$ cat src/rtl/fetch_unit.sv
// PC register and single-outstanding instruction-fetch sequencer feeding decode/execute.
// The next PC comes verbatim from BranchUnit; a misaligned next PC halts fetch until reset.
module fetch_unit #(
    parameter int                    ADDR_WIDTH = 32,
    parameter int                    INSN_WIDTH = 32,
    parameter logic [ADDR_WIDTH-1:0] RESET_PC   = '0,
    parameter int                    CNT_WIDTH  = 32
) (
    input  logic                  clk,
    input  logic                  rst,
    output logic                  imemReqValid,
    output logic [ADDR_WIDTH-1:0] imemReqAddr,
    input  logic                  imemReqReady,
    input  logic                  imemRspValid,
    input  logic [INSN_WIDTH-1:0] imemRspInsn,
    output logic                  insnValid,
    output logic [INSN_WIDTH-1:0] insnOut,
    output logic [ADDR_WIDTH-1:0] insnPC,
    input  logic                  insnReady,
    input  logic                  nextPcValid,
    input  logic [ADDR_WIDTH-1:0] nextPc,
    output logic                  fault,
    output logic [CNT_WIDTH-1:0]  retiredCount
);

    typedef enum logic [2:0] {
        S_REQ,
        S_WAIT,
        S_HAND,
        S_EXEC,
        S_HALT
    } state_e;

    state_e                state_q, state_d;
    logic [ADDR_WIDTH-1:0] pc_q, pc_d;
    logic [INSN_WIDTH-1:0] insn_q, insn_d;
    logic                  fault_q, fault_d;
    logic [CNT_WIDTH-1:0]  cnt_q, cnt_d;
    logic                  req_valid_q, req_valid_d;
    logic                  insn_valid_q, insn_valid_d;

    always_comb begin
        state_d = state_q;
        pc_d    = pc_q;
        insn_d  = insn_q;
        fault_d = fault_q;
        cnt_d   = cnt_q;
        // Each state looks only at its own qualifying input, so stray inputs are dropped.
        case (state_q)
            S_REQ:  if (imemReqReady) state_d = S_WAIT;
            S_WAIT: begin
                if (imemRspValid) begin
                    insn_d  = imemRspInsn;
                    state_d = S_HAND;
                end
            end
            S_HAND: if (insnReady) state_d = S_EXEC;
            S_EXEC: begin
                if (nextPcValid) begin
                    if (nextPc[1:0] != 2'b00) begin
                        fault_d = 1'b1;
                        state_d = S_HALT;
                    end else begin
                        pc_d    = nextPc;
                        cnt_d   = cnt_q + CNT_WIDTH'(1);
                        state_d = S_REQ;
                    end
                end
            end
            S_HALT:  state_d = S_HALT;
            default: state_d = S_HALT;
        endcase
        req_valid_d  = (state_d == S_REQ);
        insn_valid_d = (state_d == S_HAND);
    end

    always_ff @(posedge clk) begin
        if (rst) begin
            state_q      <= S_REQ;
            pc_q         <= RESET_PC;
            insn_q       <= '0;
            fault_q      <= 1'b0;
            cnt_q        <= '0;
            req_valid_q  <= 1'b1;
            insn_valid_q <= 1'b0;
        end else begin
            state_q      <= state_d;
            pc_q         <= pc_d;
            insn_q       <= insn_d;
            fault_q      <= fault_d;
            cnt_q        <= cnt_d;
            req_valid_q  <= req_valid_d;
            insn_valid_q <= insn_valid_d;
        end
    end

    assign imemReqValid = req_valid_q;
    assign imemReqAddr  = pc_q;
    assign insnValid    = insn_valid_q;
    assign insnOut      = insn_q;
    assign insnPC       = pc_q;
    assign fault        = fault_q;
    assign retiredCount = cnt_q;

endmodule

$ cat config.mk
export PLATFORM = sky130hd
export DESIGN_NAME = fetch_unit
export DESIGN_NICKNAME = d
export VERILOG_FILES = /design/src/rtl/fetch_unit.sv
export SDC_FILE = /design/constraint.sdc
export NUM_CORES = 1
export LEC_CHECK = 0
export BUFFER_PORTS_ARGS = -buffer_cell sky130_fd_sc_hd__buf_2
export CAP_MARGIN = 20
export CORE_UTILIZATION = 50
export DETAILED_ROUTE_END_ITERATION = 16
export GPL_TIMING_DRIVEN = 0
export HOLD_SLACK_MARGIN = 0.02
export MAX_ROUTING_LAYER = met4
export PLACE_DENSITY = 0.94
export SLEW_MARGIN = 0
export SYNTH_ARGS = -nofsm -noshare
export SYNTH_HDL_FRONTEND = slang
export SYNTH_SLANG_ARGS = --single-unit
$ cat constraint.sdc
create_clock -name clk -period 4.5 [get_ports clk]
set_input_delay 0.45 -clock clk [delete_from_list [all_inputs] [get_ports clk]]
set_output_delay 0.45 -clock clk [all_outputs]
set_load 0.02 [all_outputs]
==> results.sh <==
export IMPL_wl_per_cell_um=13.71
export IMPL_syn_inst=520
export IMPL_first_pass_iters=4
export IMPL_drtAntennaViolNets=0
export IMPL_hpwl_um=8855
export IMPL_numCtsBuffers=9
export IMPL_rsz0062_at_grt="false"
export IMPL_cts_tree="yes"
export IMPL_syn_to_final_growth_pct=30.27
export IMPL_reg2reg_depth=6
export IMPL_grt_pass1_vias=3951
export IMPL_worst_pin_slew_ns=0.6411
export IMPL_yosysSeqAreaShare_pct=47.69
export IMPL_instances_no_fill=839
export IMPL_period_share_pct=45.77
export IMPL_critical_path_class="flip-flop to flip-flop"
export IMPL_finalMaxSlewViolations=0
export IMPL_htree_levels=3
export IMPL_grt_pass1_wl_um=17860
export IMPL_crit_path_end_kind="flip-flop"
export IMPL_async_flop_share_pct=0
export IMPL_fin_crit_ns=2.060
export IMPL_fillers=688
export IMPL_path_max_fanout=9
export IMPL_max_freq_mhz=485.6
export IMPL_antenna_cells=0
export IMPL_drcViolationCount=0
export IMPL_crit_path_start="state_q[2]"
export IMPL_setup_tns_ns=0
export IMPL_syn_nets=591
export IMPL_cts_sinks=102
export IMPL_via_per_inst=5.060
export IMPL_dpl_cell_area_mm2=0.005414
export IMPL_r2r_end="retiredCount[29]"
export IMPL_final_cell_area_mm2=0.005578
export IMPL_num_io_pins=201
export IMPL_r2r_slack_ns=2.44
export IMPL_ys_seq_elements=102
export IMPL_place_gp_congestion=0.8588
export IMPL_syn_avg_cell_area_um2=8.234
export IMPL_rows=33
export IMPL_yosysWarnings=0
export IMPL_status="completed"
export IMPL_die_height_um=94.54
export IMPL_cts_setup_buffers=0
export IMPL_die_w_um=94.54
export IMPL_overflow=0
export IMPL_drv_cap=0
export IMPL_p_per_area_mw_per_mm2=281.4
export IMPL_ir_drop_mv=0.1830
export IMPL_setup_violations=0
export IMPL_ys_flop_type="dfxtp_1"
export IMPL_nNetsFinal=802
export IMPL_syn_area_mm2=0.004282
export IMPL_power_leakage_uw=0.002556
export IMPL_cts_resized=0
export IMPL_drive_above_1_share_pct=36.24
export IMPL_dp_cells=825
export IMPL_clk_latency_ns=0.35
export IMPL_antenna_found_initial=0
export IMPL_crit_arrival_ns=2.30
export IMPL_finalHoldViolCount=0
export IMPL_grtUsageTotal_pct=26.20
export IMPL_grt_start_max_net_pins=16
export IMPL_slew_headroom_pct=57.02
export IMPL_wl_um=11500
export IMPL_path_clk_slew_ns=0.09
export IMPL_hold_class="input port to flip-flop"
export IMPL_reg2reg_from="state_q[2]"
export IMPL_core_area_mm2=0.008258
export IMPL_crit_path_start_kind="flip-flop"
export IMPL_first_iter_violations=143
export IMPL_hold_start="imemRspInsn[10]"
export IMPL_initial_core_util_pct=51.85
export IMPL_synth_edf_count=0
export IMPL_skew_ns=0.007819
export IMPL_cts_hold_buffers=0
export IMPL_synthDistinctLibCells=41
export IMPL_num_vias=4245
export IMPL_hold_depth=3
export IMPL_min_to="insnOut[10]"
export IMPL_cp_required_ns=4.74
export IMPL_clockBufferDepth=2
export IMPL_io_buffers=200
export IMPL_cts_root_buf="clkbuf_8"
export IMPL_dieArea_mm2=0.008937
## critical path: stages (launching register included)
cell     delay, ns
dfxtp_1       0.30
buf_2         0.16
and4b_2       0.36
nand4_4       0.19
or2_1         0.36
nor3_1        0.21
mux2_2        0.36
## power breakdown
part / total [uW] / internal [uW] / switching, uW
logic: 129 / 50.8 / 78.6
clock network: 512 / 211 / 301
registers: 928 / 918 / 9.38
total: 1570 / 1180 / 389
## flip-flops by register name (all words and copies together), names as in the netlist
| signal | cells |
|---|---|
| fault | 1 |
| retiredCount | 32 |
| insnValid | 1 |
| insnOut | 32 |
| imemReqValid | 1 |
| state_q | 3 |
| imemReqAddr | 32 |
## through the flow
step	setup WS, ns	hold WS (ns)	utilization, %	power (uW)
after detailed placement	2.247	0.4453	65.56	1078
after global routing	2.278	0.3214	67.55	1625
after global placement	2.336	0.4387	65.56	1074
after CTS	2.435	0.3189	67.55	1575
after floorplan	2.516	0.5335	-	1016
final	2.440	0.3300	67.55	1569
## logic make-up (layout without fill, tap and decap cells)
family	after synthesis	count (layout)	synth area share, %
AO/OA/AOI/OAI	78	78	9.644
XOR/XNOR	24	24	4.910
adder cells (fa/ha/maj)	1	1	0.2922
buffers and inverters	70	284	9.293
flip-flops	102	102	47.69
multiplexers	3	3	0.7598
AND/OR/NAND/NOR	242	242	27.41
## placed cells by master (no fill, tap or decap), types with 3 or more instances in the layout
| cell | n |
|---|---|
| nor3_1 | 12 |
| nor2b_1 | 3 |
| and3_1 | 5 |
| inv_1 | 8 |
| buf_2 | 203 |
| nor3b_1 | 4 |
| o21ai_0 | 3 |
| nand3_1 | 8 |
| a21oi_1 | 69 |
| nand3_2 | 3 |
| xor2_1 | 3 |
| buf_4 | 33 |
| clkbuf_1 | 25 |
| nand2_1 | 145 |
| nor4_4 | 3 |
| xnor2_1 | 21 |
| dfxtp_1 | 102 |
| or3_1 | 6 |
| clkbuf_8 | 10 |
| nor4_1 | 4 |
| nor4_2 | 4 |
| clkinvlp_4 | 3 |
| and4_1 | 3 |
| nor2_1 | 32 |
## layout make-up
cell class,count,area [um^2],area share [%]
sequential,102,2042,36.61
multi-input combinational,348,1842,33.02
timing repair buffer,200,1001,17.95
buffer,62,367.9,6.595
clock buffer,11,141.4,2.535
tap,105,131.4,2.355
inverter,8,30.03,0.5384
clock inverter,3,22.52,0.4038
## synthesized netlist by cell type, types with 2 or more instances
cell type / count / area (um^2)
nand2_1: 145 / 544.3
dfxtp_1: 102 / 2042
a21oi_1: 69 / 345.3
buf_4: 33 / 247.7
nor2_1: 32 / 120.1
clkbuf_1: 24 / 90.09
xnor2_1: 21 / 183.9
nor3_1: 12 / 60.06
inv_1: 8 / 30.03
nand3_1: 8 / 40.04
or3_1: 6 / 37.54
and3_1: 5 / 31.28
nor3b_1: 4 / 30.03
nor4_1: 4 / 25.02
nor4_2: 4 / 50.05
and4_1: 3 / 26.28
buf_2: 3 / 15.01
nand3_2: 3 / 30.03
nor2b_1: 3 / 18.77
nor4_4: 3 / 63.81
o21ai_0: 3 / 15.01
xor2_1: 3 / 26.28
a41o_1: 2 / 20.02
nand4_1: 2 / 12.51
nand4b_1: 2 / 17.52
## layer usage
layer	routed length [um]	global-route usage (%)
met1	4666	29.61
met2	5832	46.20
met3	763	4.348
met4	241	10.10
met5	0	-
## worst max-delay path by stage
| stage | end | slack (ns) |
|---|---|---|
| final | retiredCount[29] | 2.44 |
| after global routing | imemReqAddr[7] | 2.28 |
| after CTS | retiredCount[1] | 2.43 |
| after detailed placement | retiredCount[29] | 2.25 |
| after global placement | retiredCount[29] | 2.34 |
| after floorplan | retiredCount[29] | 2.52 |
(Power assumes the default switching activity.)
